[config.mk]
export PLATFORM = sky130hd
export DESIGN_NAME = head_flit_decoder_flat
export DESIGN_NICKNAME = d
export VERILOG_FILES = /design/src/rtl/head_flit_decoder_pkg.sv /design/src/rtl/head_flit_decoder_if.sv /design/src/rtl/head_flit_decoder_routing_table.sv /design/src/rtl/head_flit_decoder.sv /design/src/flat_wrapper.sv
export SDC_FILE = /design/constraint.sdc
export NUM_CORES = 1
export LEC_CHECK = 0
export CORE_AREA = 2 2 39 41
export CTS_BUF_LIST = sky130_fd_sc_hd__clkbuf_2
export DETAILED_ROUTE_END_ITERATION = 8
export DIE_AREA = 0 0 41 43
export GPL_ROUTABILITY_DRIVEN = 1
export PLACE_DENSITY = 0.71
export SETUP_SLACK_MARGIN = 0.15
export SLEW_MARGIN = 20
export SYNTH_ARGS = -nofsm -noshare
export SYNTH_HDL_FRONTEND = slang
export SYNTH_SLANG_ARGS = --single-unit
[constraint.sdc]
create_clock -name clk -period 1.36 [get_ports clk]
set_clock_uncertainty 0.15 [all_clocks]
set_input_delay 0.136 -clock clk [delete_from_list [all_inputs] [get_ports clk]]
set_output_delay 0.136 -clock clk [all_outputs]
set_load 0.005 [all_outputs]
[src/rtl/head_flit_decoder_pkg.sv]
`default_nettype none
// ============================================================================
// Module  : head_flit_decoder_pkg
// Purpose : Port codes and default-route helper for the head flit decoder.
// Rev     : 1.0
// ============================================================================
package head_flit_decoder_pkg;

  typedef enum logic [1:0] {
    PORT_LOCAL = 2'd0,
    PORT_EAST  = 2'd1,
    PORT_WEST  = 2'd2
  } port_code_e;

  // Dimension-order default: eject at home, otherwise head toward the target ID.
  function automatic port_code_e default_entry(input int entry, input int index);
    if (entry == index)     return PORT_LOCAL;
    else if (entry > index) return PORT_EAST;
    else                    return PORT_WEST;
  endfunction

endpackage
`default_nettype wire

[src/rtl/head_flit_decoder_if.sv]
`default_nettype none
// ============================================================================
// Module  : head_flit_decoder_if
// Purpose : Head flit lookup and routing-table configuration bundle.
// Rev     : 1.0
// ============================================================================
interface head_flit_decoder_if #(
  parameter int FLIT_W        = 16,
  parameter int DEST_W        = 2,
  parameter int REQUEST_WIDTH = 2
);
  logic [FLIT_W-1:0]        HeadFlit;
  logic [REQUEST_WIDTH-1:0] RequestMessage;
  logic                     routeError;
  logic                     cfgWrite;
  logic [DEST_W-1:0]        cfgDest;
  logic [REQUEST_WIDTH-1:0] cfgPort;

  modport master (
    output HeadFlit, cfgWrite, cfgDest, cfgPort,
    input  RequestMessage, routeError
  );

  modport slave (
    input  HeadFlit, cfgWrite, cfgDest, cfgPort,
    output RequestMessage, routeError
  );
endinterface
`default_nettype wire

[src/rtl/head_flit_decoder_routing_table.sv]
`default_nettype none
// ============================================================================
// Module  : head_flit_decoder_routing_table
// Purpose : N-entry route table, registered write side, combinational read.
// Rev     : 1.0
// ============================================================================
module head_flit_decoder_routing_table
  import head_flit_decoder_pkg::*;
#(
  parameter int N             = 4,
  parameter int INDEX         = 1,
  parameter int DEST_W        = 2,
  parameter int REQUEST_WIDTH = 2
) (
  input  wire logic                     clk,
  input  wire logic                     rst,
  input  wire logic                     wr_en,
  input  wire logic [DEST_W-1:0]        wr_addr,
  input  wire logic [REQUEST_WIDTH-1:0] wr_data,
  input  wire logic [DEST_W-1:0]        rd_addr,
  output logic      [REQUEST_WIDTH-1:0] rd_data
);

  localparam logic [DEST_W:0] N_L = (DEST_W+1)'(N);

  logic [REQUEST_WIDTH-1:0] tbl [N];

  // Addresses at or above N match no entry, so such writes fall away naturally.
  for (genvar e = 0; e < N; e++) begin : g_entry
    always_ff @(posedge clk) begin
      if (rst)
        tbl[e] <= REQUEST_WIDTH'(default_entry(e, INDEX));
      else if (wr_en && (wr_addr == DEST_W'(e)))
        tbl[e] <= wr_data;
    end
  end

  always_comb begin
    rd_data = '0;
    if ({1'b0, rd_addr} < N_L)
      rd_data = tbl[rd_addr];
  end

endmodule
`default_nettype wire

[src/rtl/head_flit_decoder.sv]
`default_nettype none
// ============================================================================
// Module  : head_flit_decoder
// Purpose : Maps the head flit destination to an output-port request.
// Rev     : 1.0
// ============================================================================
module head_flit_decoder
  import head_flit_decoder_pkg::*;
#(
  parameter int N             = 4,
  parameter int INDEX         = 1,
  parameter int DATA_WIDTH    = 8,
  parameter int PhitPerFlit   = 2,
  parameter int REQUEST_WIDTH = 2
) (
  input wire logic          clk,
  input wire logic          rst,
  head_flit_decoder_if.slave bus
);

  localparam int FLIT_W = DATA_WIDTH * PhitPerFlit;
  localparam int DEST_W = (N > 1) ? $clog2(N) : 1;
  localparam logic [DEST_W:0]        N_L = (DEST_W+1)'(N);
  localparam logic [REQUEST_WIDTH-1:0] ERR = '1;

  logic [DEST_W-1:0]        dest;
  logic                     dest_in_range;
  logic [REQUEST_WIDTH-1:0] table_port;
  logic                     unused_flit_bits;

  assign dest             = bus.HeadFlit[DEST_W-1:0];
  assign unused_flit_bits = ^bus.HeadFlit[FLIT_W-1:DEST_W];
  assign dest_in_range    = ({1'b0, dest} < N_L);

  head_flit_decoder_routing_table #(
    .N             (N),
    .INDEX         (INDEX),
    .DEST_W        (DEST_W),
    .REQUEST_WIDTH (REQUEST_WIDTH)
  ) u_table (
    .clk     (clk),
    .rst     (rst),
    .wr_en   (bus.cfgWrite),
    .wr_addr (bus.cfgDest),
    .wr_data (bus.cfgPort),
    .rd_addr (dest),
    .rd_data (table_port)
  );

  // Outputs are deliberately not gated by rst: they always show the live table.
  always_comb begin
    bus.RequestMessage = ERR;
    bus.routeError     = 1'b1;
    if (dest_in_range) begin
      bus.RequestMessage = table_port;
      bus.routeError     = 1'b0;
    end
  end

endmodule
`default_nettype wire

[src/flat_wrapper.sv]
// flat-port wrapper written by rule: the top's interface ports become plain ports
module head_flit_decoder_flat import head_flit_decoder_pkg::*;
#(
  parameter int N             = 4,
  parameter int INDEX         = 1,
  parameter int DATA_WIDTH    = 8,
  parameter int PhitPerFlit   = 2,
  parameter int REQUEST_WIDTH = 2
)
  (clk, rst, bus_HeadFlit, bus_cfgWrite, bus_cfgDest, bus_cfgPort, bus_RequestMessage, bus_routeError);
  head_flit_decoder_if #(.FLIT_W(16), .DEST_W(2), .REQUEST_WIDTH(REQUEST_WIDTH)) bus_i ();
  input wire logic clk;
  input wire logic rst;
  input wire logic [$bits(bus_i.HeadFlit)-1:0] bus_HeadFlit;
  input wire logic [$bits(bus_i.cfgWrite)-1:0] bus_cfgWrite;
  input wire logic [$bits(bus_i.cfgDest)-1:0] bus_cfgDest;
  input wire logic [$bits(bus_i.cfgPort)-1:0] bus_cfgPort;
  output wire logic [$bits(bus_i.RequestMessage)-1:0] bus_RequestMessage;
  output wire logic [$bits(bus_i.routeError)-1:0] bus_routeError;
  assign bus_i.HeadFlit = bus_HeadFlit;
  assign bus_i.cfgWrite = bus_cfgWrite;
  assign bus_i.cfgDest = bus_cfgDest;
  assign bus_i.cfgPort = bus_cfgPort;
  assign bus_RequestMessage = bus_i.RequestMessage;
  assign bus_routeError = bus_i.routeError;
  head_flit_decoder #(.N(N), .INDEX(INDEX), .DATA_WIDTH(DATA_WIDTH), .PhitPerFlit(PhitPerFlit), .REQUEST_WIDTH(REQUEST_WIDTH)) u_core (.clk(clk), .rst(rst), .bus(bus_i));
endmodule
==> flow_metrics.env <==
export IMPL_worstSetupEndpointType="output port"
export IMPL_p_per_area_nw_per_um2=866
export IMPL_wire_per_inst_um=10.7
export IMPL_die_x_um=41
export IMPL_cellLeakagePower_nw=0.249
export IMPL_dr_pass1_iters=4
export IMPL_htreeDepth=1
export IMPL_synth_top_family_by_area="simple AND/OR/NAND/NOR gates"
export IMPL_synthMuxAreaShare=0.122
export IMPL_place_area_sq_um=589
export IMPL_setup_worst_path_start_class="flip-flop"
export IMPL_vias=328
export IMPL_drive_gt1_frac=0.365
export IMPL_dieArea_sq_um=1760
export IMPL_crit_chain="mux4_2, buf_2"
export IMPL_dp_slack_ns=-0.575
export IMPL_synthAdderAreaFrac=0
export IMPL_regMostFlops="u_core.u_table.tbl"
export IMPL_max_freq_ghz=0.676
export IMPL_rsz0062_at_grt="true"
export IMPL_final_common_cell="edfxtp_1"
export IMPL_crit_slowest_cell="mux4_2"
export IMPL_postRouteAntennaNets=0
export IMPL_finalInstanceArea_sq_um=599
export IMPL_drc=0
export IMPL_grt_pass1_wl_um=1270
export IMPL_setup_violations=2
export IMPL_cp_required_ns=1.07
export IMPL_synthCells=34
export IMPL_hpwl_um=572
export IMPL_grt_max_degree=7
export IMPL_grt_pass1_vias=309
export IMPL_ys_seq_area_frac=0.560
export IMPL_clk_pin_slew_ns=0.06
export IMPL_violations="setup timing"
export IMPL_ir_drop_uv=242
export IMPL_wl_um=728
export IMPL_final_max_slew_viol_count=0
export IMPL_syn_mean_instance_area_sq_um=12.6
export IMPL_numCtsBuffers=3
export IMPL_synth_cell_area_sq_um=429
export IMPL_fin_ws_ns=-0.120
export IMPL_largest_reg_flops=8
export IMPL_fin_hold_ws_ns=0.189
export IMPL_cp_max_fo=1
export IMPL_diodes=0
export IMPL_initial_utilization=0.310
export IMPL_most_common_layout_cells="edfxtp_1 (8), buf_4 (7), clkdlybuf4s50_1 (4)"
export IMPL_cts_hold_buf=0
export IMPL_hp_class="in -> reg"
export IMPL_drv_cap=0
export IMPL_crit_type="reg -> out"
export IMPL_vias_per_cell=4.82
export IMPL_finalCritPeriodShare=1.09
export IMPL_syn_num_nets=57
export IMPL_synth_seq_cells=8
export IMPL_yosysUniqueCellTypes=16
export IMPL_io_buffers=10
export IMPL_antenna_found_initial=0
export IMPL_die_height_um=43
export IMPL_grt_util_all_layers=0.115
export IMPL_status="finished, violations left"
export IMPL_synth_xor_area_share=0
export IMPL_nNetsFinal=77
export IMPL_yosysWarnings=0
export IMPL_grt_ovfl_total=0
export IMPL_max_stage_delay_ns=0.47
export IMPL_ios=26
export IMPL_reg_top3="u_core.u_table.tbl x8"
export IMPL_crit_arrival_ns=1.19
export IMPL_post_cts_setup_buffers=0
export IMPL_cts_tree="done"
export IMPL_place_congestion=0.742
export IMPL_root_buffer="clkbuf_2"
export IMPL_row_count=14
export IMPL_cts_buffer_depth=2
export IMPL_synth_compound_gate_area_share=0.0758
export IMPL_finalHoldViolations=0
export IMPL_yosys_area_share_simple=0.195
export IMPL_core_sq_um=1380
export IMPL_drtIter0Drc=4
export IMPL_syn2layout_area_growth_pct=39.7
export IMPL_cts_sink_count=8
export IMPL_tns_ns=-0.229
export IMPL_min_period_ns=1.48
export IMPL_fill_cells=138
==> layer usage <==
layer  global-route usage  share of wire
met1                0.139           0.37
met2                0.150           0.51
met3               0.0471          0.088
met4                0.100          0.032
met5                    0              0
==> power breakdown <==
part | leakage (nW) | internal, mW | switching (mW)
clock | 0.0125 | 0.0599 | 0.0666
combinational | 0.158 | 0.0590 | 0.0386
sequential | 0.0787 | 0.290 | 0.00467
total | 0.249 | 0.409 | 0.110
==> worst max-delay path, delay by kind of cell (launching register included) <==
family | cells | cell delay [ns]
muxes | 1 | 0.47
DFF | 1 | 0.37
buffers and inverters | 1 | 0.14
==> logic make-up after synthesis <==
logic type	Yosys count
buffers and inverters	3
and+or+nand+nor	16
other	1
muxes	2
DFF	8
AOI/OAI and AO/OA	4
==> final cells by class <==
type,instances,area [sq um],area share
tap,16,20.0,0.0334
inverter,1,3.75,0.00626
sequential,8,240,0.401
timing repair buffer,17,145,0.242
clock buffer,3,15.0,0.0251
multi-input combinational,23,175,0.292
==> stage by stage <==
stage          utilization  std cells  power (mW)
2_1_floorplan            -         34       0.338
3_3_place_gp         0.426         65       0.401
3_5_place_dp         0.426         65       0.403
4_1_cts              0.428         68       0.520
5_1_grt              0.433         68       0.553
6_report             0.433         68       0.519
==> timing repair <==
item	in CTS	in global routing
cloned	0	0
endpoints found under the setup margin	6	8
resized for setup	14	3
==> worst paths after layout <==
path	from	endpoint	slack, ns	cells past startpoint
worst min-delay path	rst	u_core.u_table.tbl[0][1]	0.19	3
worst max-delay path	u_core.u_table.tbl[3][0]	bus_RequestMessage[0]	-0.12	2
==> cell usage after synthesis (all sizes together) <==
| master | count | area (sq um) |
|---|---|---|
| a21o | 2 | 15.0 |
| a31o | 2 | 17.5 |
| buf | 2 | 12.5 |
| conb | 1 | 3.75 |
| edfxtp | 8 | 240 |
| inv | 1 | 3.75 |
| mux4 | 2 | 52.6 |
| nand2 | 3 | 11.3 |
| nand2b | 1 | 6.26 |
| nand3 | 1 | 5.00 |
| nand3b | 2 | 15.0 |
| nor2 | 4 | 15.0 |
| nor2b | 1 | 6.26 |
| nor3 | 2 | 10.0 |
| nor3b | 2 | 15.0 |
(Power assumes the default switching activity.)
==> patch: new RTL, config.mk and constraints unchanged <==
Reset style: asynchronous (`rst`), changed in one clocked block.
--- a/src/rtl/head_flit_decoder_routing_table.sv
+++ b/src/rtl/head_flit_decoder_routing_table.sv
@@ -27,7 +27,7 @@
 
   // Addresses at or above N match no entry, so such writes fall away naturally.
   for (genvar e = 0; e < N; e++) begin : g_entry
-    always_ff @(posedge clk) begin
+    always_ff @(posedge clk or posedge rst) begin
       if (rst)
         tbl[e] <= REQUEST_WIDTH'(default_entry(e, INDEX));
       else if (wr_en && (wr_addr == DEST_W'(e)))
Function: differs if rst is asserted again (counterexample within 4 cycles, from zero or initial values and one cycle with rst high); with rst held inactive, the same outputs for 10 cycles.
==> patch against the original RTL <==
- the run still ends with negative setup slack left
- largest power group unchanged
- synthesized area shrank 8.2%
- sequential cell count is the same
- setup slack lost 21 ps
- global-route usage grew 0.17 points
- routed wire length grew 0.14%
- power grew 18%
- critical path type unchanged
- cell area shrank 9.0%
- critical path depth is the same
- combinational power grew 41%
- fmax shrank 1.4%
- sequential power grew 7.1%
==> patch: results <==
placement:
  placed_area_um2: 522
  dpl_worst_slack_ps: -579
  gp_congestion: 0.615
logic_synthesis:
  yosys-top-cells-count: "6 x mux2_1, 5 x dfrtp_1, 3 x dfstp_2"
  synth.area.top_cells: "dfrtp_1 32%, dfstp_2 20%, mux2_1 17%, mux4_1 13%, mux2_2 5.7%"
  ys_types: 11
  syn_area_per_cell_um2: 15.8
  async_flop_share_pct: 100
  yosysSeqAreaShare_pct: 51.7
global_route:
  grt_usage_pct: 11.7
  met2_usage_pct: 17.5
  grt_use_met3_pct: 3.14
setup_path:
  cp-endpoint: "bus_RequestMessage[1]"
  worstPathMaxFanout: 2
cts:
  ctsHoldBuffers: 1
drt:
  dr_wl_met2_um: 384
  wl_met3_um: 39
  drt-initial-drc-count: 0
timing:
  fin_tns_setup_ps: -261
  hold_ws_ps: 336
  setup_ws_ps: -141
  finalSetupViolCount: 2
power:
  vdd_ir_drop_max_v: 0.000398
  switchingPower_uw: 149
outcome:
  failed_checks: "negative setup slack"
  status: "finished, violations left"
cells_and_area:
  final.fill_count: 143
-- patch: cell count changes in the layout (fill, tap and decap cells not counted), moves of 2 or more --
cell	unedited run	this run
dfrtp_1	0	5
a31o_2	2	0
a21o_1	2	0
dfstp_2	0	3
nand2_1	3	0
edfxtp_1	8	0
nor2_1	3	0
nor3_1	2	0
buf_4	7	3
dlygate4sd2_1	2	5
mux2_1	0	6
dlymetal6s2s_1	2	0
-- patch: final cells by class --
type	count	area, um^2	area share [%]
flip-flops and latches	8	204	37.4
multi-input cells	15	181	33.3
repair buffers	14	116	21.3
clock buffers	4	20.0	3.67
well taps	16	20.0	3.67
inverters	1	3.75	0.688
-- patch: power groups by stage --
stage | Clock (mW) | Combinational, mW | Sequential (mW)
global route | 0.181 | 0.154 | 0.324
finish | 0.160 | 0.138 | 0.316
detailed placement | 0 | 0.141 | 0.321
global placement | 0 | 0.135 | 0.317
CTS | 0.167 | 0.141 | 0.318
floorplan | 0 | 0.0725 | 0.311
